`config.mk`:
```
export PLATFORM = sky130hd
export DESIGN_NAME = instr_fetch_buffer_flat
export DESIGN_NICKNAME = d
export VERILOG_FILES = /design/src/rtl/instr_fetch_buffer_if.sv /design/src/rtl/instr_fetch_buffer.sv /design/src/flat_wrapper.sv
export SDC_FILE = /design/constraint.sdc
export NUM_CORES = 1
export LEC_CHECK = 0
export CAP_MARGIN = 25
export CELL_PAD_IN_SITES_DETAIL_PLACEMENT = 0
export CELL_PAD_IN_SITES_GLOBAL_PLACEMENT = 2
export CORE_AREA = 2 2 184 204
export CTS_CLUSTER_SIZE = 10
export DETAILED_ROUTE_END_ITERATION = 6
export DIE_AREA = 0 0 186 206
export HOLD_SLACK_MARGIN = 0.02
export PLACE_DENSITY = 0.86
export SLEW_MARGIN = 10
export SYNTH_ARGS = -nofsm -noshare
export SYNTH_HDL_FRONTEND = slang
export SYNTH_SLANG_ARGS = --single-unit
```
`constraint.sdc`:
```
create_clock -name clk -period 8.2 [get_ports clk]
set_input_delay 1.64 -clock clk [delete_from_list [all_inputs] [get_ports clk]]
set_output_delay 1.64 -clock clk [all_outputs]
set_load 0.05 [all_outputs]
```
`src/rtl/instr_fetch_buffer_if.sv`:
```
// Bundles the redirect, decode and instruction-cache signals of the fetch front end.
// master: the fetch buffer itself; slave: the surrounding decode/cache environment.
interface instr_fetch_buffer_if;
    logic        redirect_valid;
    logic [31:0] redirect_adr;
    logic        instr_valid;
    logic        instr_ready;
    logic [31:0] instr_data;
    logic [31:0] instr_pc;
    logic        cached_instr_req;
    logic [31:0] cached_instr_adr;
    logic        cached_instr_gnt;
    logic        cached_instr_rvalid;
    logic [31:0] cached_instr_read;

    modport master (
        input  redirect_valid, redirect_adr, instr_ready,
               cached_instr_gnt, cached_instr_rvalid, cached_instr_read,
        output instr_valid, instr_data, instr_pc,
               cached_instr_req, cached_instr_adr
    );

    modport slave (
        output redirect_valid, redirect_adr, instr_ready,
               cached_instr_gnt, cached_instr_rvalid, cached_instr_read,
        input  instr_valid, instr_data, instr_pc,
               cached_instr_req, cached_instr_adr
    );
endinterface

```
`src/rtl/instr_fetch_buffer.sv`:
```
// Sequential instruction fetcher with one outstanding cache transaction, a PC-tagged
// instruction FIFO toward decode, and redirect handling that flushes and drops stale data.
module instr_fetch_buffer #(
    parameter int unsigned LOG_DEPTH = 2,
    parameter logic [31:0] BOOT_ADR  = 32'h0000_0000
) (
    input logic                  clk,
    input logic                  res,
    instr_fetch_buffer_if.master bus
);
    localparam logic [LOG_DEPTH:0] DEPTH = {1'b1, {LOG_DEPTH{1'b0}}};

    typedef enum logic [1:0] {IDLE, REQ, WAIT_RVALID} state_e;

    state_e               state_q, state_d;
    logic [LOG_DEPTH:0]   count_q, count_d;
    logic [LOG_DEPTH-1:0] rd_ptr_q, rd_ptr_d, wr_ptr_q, wr_ptr_d;
    logic                 discard_q, discard_d;
    logic                 pending_q, pending_d;
    logic [31:0]          pending_pc_q, pending_pc_d;
    logic [31:0]          fetch_pc_q, fetch_pc_d;
    logic [31:0]          req_pc_q, req_pc_d;
    logic                 req_q, req_d;
    logic [31:0]          data_mem_q [2**LOG_DEPTH];
    logic [31:0]          pc_mem_q   [2**LOG_DEPTH];

    logic                 push, pop;
    logic [31:0]          redirect_pc;
    logic [LOG_DEPTH:0]   count_after_pop, count_after_push;
    logic                 unused_adr_lsb;

    assign redirect_pc      = {bus.redirect_adr[31:2], 2'b00};
    assign unused_adr_lsb   = ^bus.redirect_adr[1:0];
    assign pop              = bus.instr_valid && bus.instr_ready && !bus.redirect_valid;
    assign push             = (state_q == WAIT_RVALID) && bus.cached_instr_rvalid
                              && !discard_q && !bus.redirect_valid;
    assign count_after_pop  = count_q - (LOG_DEPTH+1)'(pop);
    assign count_after_push = count_after_pop + (LOG_DEPTH+1)'(push);

    always_comb begin
        state_d      = state_q;
        count_d      = count_after_push;
        rd_ptr_d     = rd_ptr_q + LOG_DEPTH'(pop);
        wr_ptr_d     = wr_ptr_q + LOG_DEPTH'(push);
        discard_d    = discard_q;
        pending_d    = pending_q;
        pending_pc_d = pending_pc_q;
        fetch_pc_d   = fetch_pc_q;
        req_pc_d     = req_pc_q;
        unique case (state_q)
            IDLE: begin
                if (bus.redirect_valid || (count_after_pop < DEPTH)) state_d = REQ;
            end
            REQ: begin
                if (bus.cached_instr_gnt) begin
                    req_pc_d   = fetch_pc_q;
                    fetch_pc_d = pending_q ? pending_pc_q : fetch_pc_q + 32'd4;
                    pending_d  = 1'b0;
                    state_d    = WAIT_RVALID;
                end
            end
            WAIT_RVALID: begin
                if (bus.cached_instr_rvalid) begin
                    discard_d = 1'b0;
                    if (discard_q || bus.redirect_valid || (count_after_push < DEPTH))
                        state_d = REQ;
                    else
                        state_d = IDLE;
                end
            end
            default: state_d = IDLE;
        endcase

        // A request already on the bus cannot be withdrawn, so the new PC waits for its grant.
        if (bus.redirect_valid) begin
            count_d  = '0;
            rd_ptr_d = '0;
            wr_ptr_d = '0;
            if ((state_q == REQ) && !bus.cached_instr_gnt) begin
                pending_d    = 1'b1;
                pending_pc_d = redirect_pc;
                discard_d    = 1'b1;
            end else begin
                fetch_pc_d = redirect_pc;
                if ((state_q == REQ) || ((state_q == WAIT_RVALID) && !bus.cached_instr_rvalid))
                    discard_d = 1'b1;
            end
        end
        req_d = (state_d == REQ);
    end

    always_ff @(posedge clk) begin
        if (res) begin
            state_q      <= IDLE;
            count_q      <= '0;
            rd_ptr_q     <= '0;
            wr_ptr_q     <= '0;
            discard_q    <= 1'b0;
            pending_q    <= 1'b0;
            pending_pc_q <= BOOT_ADR;
            fetch_pc_q   <= BOOT_ADR;
            req_pc_q     <= BOOT_ADR;
            req_q        <= 1'b0;
        end else begin
            state_q      <= state_d;
            count_q      <= count_d;
            rd_ptr_q     <= rd_ptr_d;
            wr_ptr_q     <= wr_ptr_d;
            discard_q    <= discard_d;
            pending_q    <= pending_d;
            pending_pc_q <= pending_pc_d;
            fetch_pc_q   <= fetch_pc_d;
            req_pc_q     <= req_pc_d;
            req_q        <= req_d;
        end
    end

    always_ff @(posedge clk) begin
        if (push) begin
            data_mem_q[wr_ptr_q] <= bus.cached_instr_read;
            pc_mem_q[wr_ptr_q]   <= req_pc_q;
        end
    end

    always_ff @(posedge clk) begin
        if (!res && push) full_push_a: assert (count_after_pop < DEPTH);
    end

    assign bus.cached_instr_req = req_q;
    assign bus.cached_instr_adr = fetch_pc_q;
    assign bus.instr_valid      = (count_q != '0);
    assign bus.instr_data       = data_mem_q[rd_ptr_q];
    assign bus.instr_pc         = pc_mem_q[rd_ptr_q];
endmodule

```
`src/flat_wrapper.sv`:
```
// flat-port wrapper written by rule: the top's interface ports become plain ports
module instr_fetch_buffer_flat 
#(
    parameter int unsigned LOG_DEPTH = 2,
    parameter logic [31:0] BOOT_ADR  = 32'h0000_0000
)
  (clk, res, bus_redirect_valid, bus_redirect_adr, bus_instr_ready, bus_cached_instr_gnt, bus_cached_instr_rvalid, bus_cached_instr_read, bus_instr_valid, bus_instr_data, bus_instr_pc, bus_cached_instr_req, bus_cached_instr_adr);
  instr_fetch_buffer_if bus_i ();
  input logic clk;
  input logic res;
  input wire logic [$bits(bus_i.redirect_valid)-1:0] bus_redirect_valid;
  input wire logic [$bits(bus_i.redirect_adr)-1:0] bus_redirect_adr;
  input wire logic [$bits(bus_i.instr_ready)-1:0] bus_instr_ready;
  input wire logic [$bits(bus_i.cached_instr_gnt)-1:0] bus_cached_instr_gnt;
  input wire logic [$bits(bus_i.cached_instr_rvalid)-1:0] bus_cached_instr_rvalid;
  input wire logic [$bits(bus_i.cached_instr_read)-1:0] bus_cached_instr_read;
  output wire logic [$bits(bus_i.instr_valid)-1:0] bus_instr_valid;
  output wire logic [$bits(bus_i.instr_data)-1:0] bus_instr_data;
  output wire logic [$bits(bus_i.instr_pc)-1:0] bus_instr_pc;
  output wire logic [$bits(bus_i.cached_instr_req)-1:0] bus_cached_instr_req;
  output wire logic [$bits(bus_i.cached_instr_adr)-1:0] bus_cached_instr_adr;
  assign bus_i.redirect_valid = bus_redirect_valid;
  assign bus_i.redirect_adr = bus_redirect_adr;
  assign bus_i.instr_ready = bus_instr_ready;
  assign bus_i.cached_instr_gnt = bus_cached_instr_gnt;
  assign bus_i.cached_instr_rvalid = bus_cached_instr_rvalid;
  assign bus_i.cached_instr_read = bus_cached_instr_read;
  assign bus_instr_valid = bus_i.instr_valid;
  assign bus_instr_data = bus_i.instr_data;
  assign bus_instr_pc = bus_i.instr_pc;
  assign bus_cached_instr_req = bus_i.cached_instr_req;
  assign bus_cached_instr_adr = bus_i.cached_instr_adr;
  instr_fetch_buffer #(.LOG_DEPTH(LOG_DEPTH), .BOOT_ADR(BOOT_ADR)) u_core (.clk(clk), .res(res), .bus(bus_i));
endmodule
```
==> impl_summary.md, run 1 <==
Detailed routing
The final route contains 8498 vias. The pre-antenna-repair detailed-routing pass consisted of 5 iterations. The number of nets with antenna violations after detailed routing is 0. The routed design has 31300 µm of wire. Dividing the detail-routed via count by the number of cells gives 5.17.

The DRC violations left is 0. The routed length per instance is about 19 µm. The number of violations reported at the end of detailed-routing iteration 0 is 581.

Floorplan
The effective utilization at floorplan is 39.1%. The floorplan has 74 rows. The die is around 210 µm tall. The floorplan core area is 0.0366 mm². The die area is 0.0383 mm². between 150 and 200 I/O pins were placed. The die is between 150 and 200 µm wide.

Power and ir drop
Of the total power, the share spent switching nets is 21.6%. The power density over the cells is 220 mW/mm². Across the VDD grid, the largest voltage drop is approximately 0.14 mV. The total internal power is around 0.0030 W. Per report_power, the clock group accounts for 41.9% of the total.

The part of the power in combinational logic is 6.0%. Summed over all nets, the switching power comes to 0.000834 W. The analysis attributes to cell leakage a power of 5.46 nW. The share of power burned in registers is between 50% and 60%.

Worst hold path
The depth of the worst hold-timing path is 2. The startpoint of the lowest-slack hold path is u_core.pending_pc_q[30]. The path class of the tightest hold or removal check is reg -> reg.

Logic synthesis
Each instance of the synthesized netlist takes up on average 14.6 µm². The number of nets handed over by synthesis was 1057. The post-synthesis instance area is 0.0143 mm². Of all cell types, the one taking the most synthesized area is edfxtp_1.

In the post-synthesis netlist, the cell with the most instances is edfxtp_1. The number of synthesized flops with an enable pin is 256. Of the total synthesized cell area, the portion taken by AND, OR, NAND and NOR gates is a little under a tenth. Summing the areas of all compound-gate instances in the mapped netlist gives 7.20% of the synthesized area.

The top-area cell type share of the netlist area is 53.8%. The synthesized netlist devotes 0.306% of its cell area to XOR and XNOR gates. After synthesis, the largest family of logic cells by area is multiplexers.

For this run, asynchronously set or reset flops after synthesis account for 0%. The flip-flop and latch count after synthesis is about 360. After Yosys synthesis, full adders, half adders and majority gates account for less than 1% of the synthesized area. For this run, the number of Yosys warnings is 0. The netlist uses 68 different library cells.

The gate count after technology mapping is 982. Of the synthesized area, sequential elements account for between 60% and 70%. Counting instances in the post-synthesis netlist gives the leading cell types as 256 x edfxtp_1, 157 x nand2_1, 106 x dfxtp_1, 92 x a21oi_1, 64 x mux4_2. Of the post-synthesis cell area, the part taken by muxes is 11.5%.

By area the synthesized netlist is led by edfxtp_1 54%, dfxtp_1 15%, mux4_2 10%. Among all flip-flop cells after synthesis, the most frequent one is edfxtp_1.

Critical path
Measured in cells, the most critical reg-to-reg path has a length of 6. Tracing the worst setup path back leads to its startpoint at u_core.rd_ptr_q[0]. Along the worst path, the maximum fanout reaches 42. In this run the critical register-to-register path is launched from u_core.state_q[1].

The nature of the critical path endpoint is an output port. The critical path data arrival time is 3350 ps. The critical path start-end classification is reg -> out. The required time at the worst-slack endpoint is between 6000 and 7000 ps.

STA classifies the critical path startpoint as a flop.

Global routing
Global routing finished with a remaining overflow of 0. The combined global-route utilization of all metal layers is 16.3%. The via count of the first global-routing pass was 8441. The number of antenna violations at the first check in global routing is 0. The largest net degree at the start of global routing is 66. The wire length of the first global-routing pass is 47800 µm.

Placed design
Detailed placement ended at an HPWL of between 15000 and 20000 µm. The final RePlAce weighted congestion is 0.737. The number of I/O port buffers is 165.

STA
The hold violation total from the final report was 0. The worst pin sits at a relative slew slack of between 30% and 40%. After layout, the worst path uses a little over 60% of the clock period. The setup TNS is 0 ps.

The fmax is 200 MHz. Setup repair after global routing left no endpoint under its margin. Setup violations remaining at the end of the flow were counted as 0. The max-slew violation count is 0. For the finished layout, the period the worst path requires is 4990 ps.

At the pin with the least slew margin, the transition time is 1010 ps. The worst hold margin is 453 ps. Clock skew on the completed layout was measured at 14.0 ps.

Final layout
The final-stage net count is 1210. The fraction of layout instances using a drive strength above 1 is 12.4%. The end-of-flow core utilization is 47.9%. 0 antenna diodes ended up in the layout.

The filler cell count is 3204. The area growth from synthesis to layout is 22.7%.

Flow run
Max-cap violations in this run came to 0.

Clock network
The clock tree synthesis step divided the H-tree into 2 levels. The number of buffers inserted to repair setup after CTS is 0. Clock latency on the worst-skew pair, taken at its later pin, is between 500 and 600 ps. TritonCTS built the clock tree. The clock-pin slew reported for the worst setup and hold paths after clock tree synthesis is ~50 ps.

CTS saw 362 sinks. The library cell used as clock root buffer is clkbuf_16. The longest clock path from root to sink contains 3 buffers. The number of buffers inserted by hold repair at cts is 0.

TritonCTS created 42 clock buffers. The post-CTS resize count is 0.

Outcome
The flow ran to the end, and the final reports show no timing, DRC or antenna violations.
==> layer usage <==
metal / vias up / track usage, % / routed length (µm)
met3: 31 / 3.22 / 1500
met5: - / 0 / 0
met4: 0 / 4.47 / 510
met1: 4217 / 21.6 / 13900
met2: 196 / 27.3 / 15300
li1: 4054 / - / -
==> power groups by stage <==
stage / Sequential (W) / Clock, W / Combinational (W)
floorplan: 0.00207 / 0 / 0.000107
global route: 0.00201 / 0.00174 / 0.000251
CTS: 0.00201 / 0.00167 / 0.000235
detailed placement: 0.00204 / 0 / 0.000235
finish: 0.00201 / 0.00162 / 0.000233
global placement: 0.00204 / 0 / 0.000232
==> registers in the layout, summed over array words and instances (netlist names), named ones only <==
register                     count
u_core.count_q                   3
u_core.bus.cached_instr_req      1
u_core.state_q                   2
u_core.bus.cached_instr_adr     32
u_core.rd_ptr_q                  2
u_core.pending_pc_q             30
u_core.wr_ptr_q                  2
u_core.data_mem_q              128
u_core.req_pc_q                 32
u_core.discard_q                 1
u_core.pc_mem_q                128
==> area by class of cell <==
class / instances / area [µm²] / area share [%]
multi-input combinational: 540 / 4150 / 23.7
timing repair buffer: 176 / 1740 / 9.95
tap: 494 / 618 / 3.52
clock inverter: 1 / 8.76 / 0.0499
clock buffer: 57 / 1150 / 6.55
sequential: 362 / 9820 / 56.0
inverter: 13 / 48.8 / 0.278
==> cell families after synthesis <==
logic type,after synthesis
flops,362
compound gates,167
buf+inv,80
xor+xnor,5
simple gates,279
fa+ha+maj,5
mux,84
==> worst max-delay path, stage by stage (launching register included) <==
cell and delay [ps]:
dfxtp_4 660, buf_4 750, mux4_2 600, clkdlybuf4s50_1 770
==> metrics by stage <==
stage	cell area (µm²)	worst slack [ps]	std cells	power [W]
finish	17500	3210	1643	0.00386
global route	17500	2940	1643	0.00401
CTS	17500	3080	1643	0.00392
detailed placement	16400	3260	1585	0.00228
global placement	16400	2890	1584	0.00228
floorplan	14300	626	982	0.00218
==> cell usage in the layout, fill, tap and decap left out, types with 5 or more instances in the layout <==
master,n
a211oi_1,9
inv_1,13
nand2_1,157
dfxtp_1,104
o211ai_1,6
nor3_1,14
and2_1,8
mux2i_1,19
nor4_1,9
clkdlybuf4s50_1,164
nand3_1,8
clkbuf_1,12
nor2_1,25
edfxtp_1,256
clkbuf_16,43
ha_1,5
o22ai_1,7
mux4_2,64
buf_4,11
a21oi_1,92
o21ai_0,13
nand4_1,11
or3_1,9
a211o_1,5
==> final timing paths <==
| kind | slack (ps) | end |
|---|---|---|
| max reg2reg | 5250 | u_core.data_mem_q[1][11] |
| max | 3210 | bus_instr_pc[23] |
| min reg2reg | 450 | u_core.pending_pc_q[30] |
| min | 450 | u_core.pending_pc_q[30] |
Note: power is estimated with default switching activity, not from simulation.
==> run 2: changes to the inputs <==
--- a/config.mk
+++ b/config.mk
@@ -8,12 +8,12 @@
 export CAP_MARGIN = 25
 export CELL_PAD_IN_SITES_DETAIL_PLACEMENT = 0
 export CELL_PAD_IN_SITES_GLOBAL_PLACEMENT = 2
-export CORE_AREA = 2 2 184 204
+export CORE_AREA = 2 2 193 214
 export CTS_CLUSTER_SIZE = 10
 export DETAILED_ROUTE_END_ITERATION = 6
-export DIE_AREA = 0 0 186 206
+export DIE_AREA = 0 0 195 216
 export HOLD_SLACK_MARGIN = 0.02
-export PLACE_DENSITY = 0.86
+export PLACE_DENSITY = 0.83
 export SLEW_MARGIN = 10
 export SYNTH_ARGS = -nofsm -noshare
 export SYNTH_HDL_FRONTEND = slang
==> constraint.sdc (replaced) <==
create_clock -name clk -period 4 [get_ports clk]
set_input_delay 0.8 -clock clk [delete_from_list [all_inputs] [get_ports clk]]
set_output_delay 0.8 -clock clk [all_outputs]
set_load 0.05 [all_outputs]
==> run 2 against run 1 <==
  * Routed wire length grew 5.4%
  * Total power up 110%
  * Register-to-register slack lost 3900 ps
  * Critical path type unchanged
  * Critical endpoint is now bus_instr_pc[24]
  * Largest cell class unchanged
==> impl_summary.md, run 2 (synthesis results as in run 1) <==
Global routing
The combined global-route utilization of all metal layers was 15.6% (was 16.3%). The largest net degree at the start of global routing is 65 (was 66). The number of antenna violations at the first check in global routing is 0 (unchanged).

The final global-route overflow total is 0 (unchanged). The wire length of the first global-routing pass is 51000 µm (was 47800 µm). The via count of the first global-routing pass is 8835 (was 8441).

Critical path
The critical path data arrival time is 2720 ps (was 3350 ps). The nature of the critical path endpoint is an output port (unchanged). The worst reg-to-reg path cell count is 5 (was 6). The startpoint of the lowest-slack register-to-register path is u_core.bus.cached_instr_adr[7] (was u_core.state_q[1]).

The beginning of the critical path is u_core.rd_ptr_q[0] (unchanged). The sort of element at the start of the critical path is a flop (unchanged). The required time at the worst-slack endpoint is 3200 ps (was 6560 ps). The maximum fanout along the worst path is 63 (was 42). The critical path start-end classification is reg -> out (unchanged). The flop-to-flop setup slack is 1360 ps (was 5250 ps). The reg-to-reg critical path endpoint is u_core.bus.cached_instr_adr[13] (was u_core.data_mem_q[1][11]). The endpoint of the worst setup timing path is bus_instr_pc[24] (was bus_instr_pc[23]).

STA
The slew at the pin with the worst max-slew slack came to 848 ps (was 1010 ps). The number of failing setup endpoints in the final timing report was 0 (unchanged). The max-slew violation count came to 0 (unchanged). The worst hold margin was 452 ps (was 453 ps).

The final worst setup slack came to 475 ps (was 3210 ps). Setup repair after global routing missed its margin: false (unchanged). The hold violation total from the final report is 0 (unchanged). The worst max-slew margin expressed relative to the limit was 43.3% (was 32.7%). The final critical path time including I/O delays and setup is 3520 ps.

The final clock skew is 23.1 ps (was 14.0 ps). Based on the critical path, the design can be clocked at up to 284 MHz. The setup TNS is 0 ps (unchanged). The worst path uses 88.1% of the clock period.

Detailed routing
The routed length per instance is 19.6 µm (was 19.0 µm). The top routing layer in use is met4 (unchanged). The number of violations reported at the end of detailed-routing iteration 0 is 500 (was 581). The average via count per standard cell is 5.11 (was 5.17). The wire length on met1 is 15000 µm (was 13900 µm). The total met3 wirelength after detailed routing is 1390 µm (was 1500 µm).

The DRC violations left was 0 (unchanged). The total detailed-routing wirelength is 32900 µm (was 31300 µm). The routed via count is 8585 (was 8498). The number of nets with antenna violations after detailed routing is 0 (unchanged).

The wire length on met2 is 15800 µm (was 15300 µm). The number of detailed-route iterations in the first pass came to 5 (unchanged).

Final layout
The area growth from synthesis to layout is 24.3% (was 22.7%). Commonest non-fill, non-tap cells in the layout: 256 x edfxtp_1, 164 x clkdlybuf4s50_1, 157 x nand2_1 (unchanged). The area used by multi-input combinational logic is 0.00416 mm² (was 0.00415 mm²). The fraction of layout instances using a drive strength above 1 was 13.4% (was 12.4%). The most common cell after layout, fill and taps aside is edfxtp_1 (unchanged). The filler cell count was 3593 (was 3204). The end-of-flow core utilization is 44.5% (was 47.9%).

The final-stage net count is 1225 (was 1210). Largest registers in the final layout: u_core.data_mem_q x128, u_core.pc_mem_q x128 (unchanged). The storage element area came to 0.00982 mm² (unchanged). The final antenna diode count is 0 (unchanged).

Power and ir drop
The total chip power was 0.00792 W (was 0.00386 W). The static leakage is 5.55 nW (was 5.46 nW). The power density over the cells is 446 mW/mm² (was 220 mW/mm²). The worst supply voltage drop on vdd is 0.242 mV (was 0.137 mV).

Clock network
The clock net sink count is 362 (unchanged). The post-CTS resize count is 0 (unchanged). The maximum clock insertion buffer count is 3 (unchanged). The number of levels the H-tree was split into is 2 (unchanged). The clock latency of the later-clocked register in the worst-skew pair is 530 ps (about the same). The library cell used as clock root buffer is clkbuf_16 (unchanged). The TritonCTS buffer count was 42 (unchanged). The number of buffers inserted to repair setup after CTS is 0 (unchanged).

The clock-pin slew reported for the worst setup and hold paths after clock tree synthesis came to 60 ps (was 50 ps). The number of buffers inserted by hold repair at cts is 0 (unchanged). The CTS tree is done (unchanged).

Flow run
The number of max-cap violations is 0 (unchanged).

Floorplan
The floorplan core area is 0.0399 mm² (was 0.0366 mm²). The effective utilization at floorplan was 35.8% (was 39.1%). The overall die width is 195 µm (was 186 µm). The height of the die was 216 µm (was 206 µm).

The number of top-level design ports was 168 (unchanged). The row count was 77 (was 74). The die area is 0.0421 mm² (was 0.0383 mm²).

Placed design
The pre-CTS setup slack is 631 ps (was 3260 ps). The final RePlAce weighted congestion is 0.770 (was 0.737). The number of I/O port buffers came to 165 (unchanged). The HPWL after detailed placement is 20700 µm (was 19100 µm).

Worst hold path
The classification of the worst-slack hold path is reg -> reg (unchanged).

Outcome
Result of the run: finished, final reports clean (unchanged).
[run 2: changes by cell type in the layout (fill, tap and decap cells not counted), sizes merged]
cell	before	now
clkbuf	57	60
buf	12	27
clkinv	0	1
[run 2: worst min path at each step]
stage	from	end	slack, ps	depth (start not counted)
after floorplan	u_core.pending_pc_q[22]	u_core.pending_pc_q[22]	430	2
after global placement	u_core.pending_pc_q[12]	u_core.pending_pc_q[12]	440	2
after detailed placement	u_core.pending_pc_q[14]	u_core.pending_pc_q[14]	440	2
after CTS	u_core.pending_pc_q[14]	u_core.pending_pc_q[14]	450	2
after global routing	u_core.pending_pc_q[24]	u_core.pending_pc_q[24]	470	2
final	u_core.pending_pc_q[12]	u_core.pending_pc_q[12]	450	2
[run 2: worst max-delay path: stages, from the launching register on]
cell and delay (ps):
dfxtp_4 370, buf_12 410, mux4_2 570, clkdlybuf4s50_1 780
[run 2: per-stage QoR]
step           instance area, µm²  cells
5_1_grt                     17800   1681
3_3_place_gp                16600   1619
2_1_floorplan               14300    982
6_report                    17800   1681
4_1_cts                     17800   1681
3_5_place_dp                16600   1619
[run 2: power breakdown]
part	internal, W	switching [W]	leakage [nW]
combinational	0.000195	0.000302	1.89
sequential	0.00405	0.0000692	3.10
clock	0.00196	0.00135	0.562
[run 2: layer usage]
metal	vias up	global-route usage [%]
met2	219	26.0
met3	50	2.86
met5	-	0
met1	4225	20.7
met4	0	5.17
li1	4091	-
[run 2: area by class of cell]
class	instances	share of cell area (%)
tap	513	3.61
timing repair buffer	191	10.9
clock inverter	2	0.0705
clock buffer	60	6.48
inverter	13	0.275
sequential	362	55.3
multi-input combinational	540	23.4
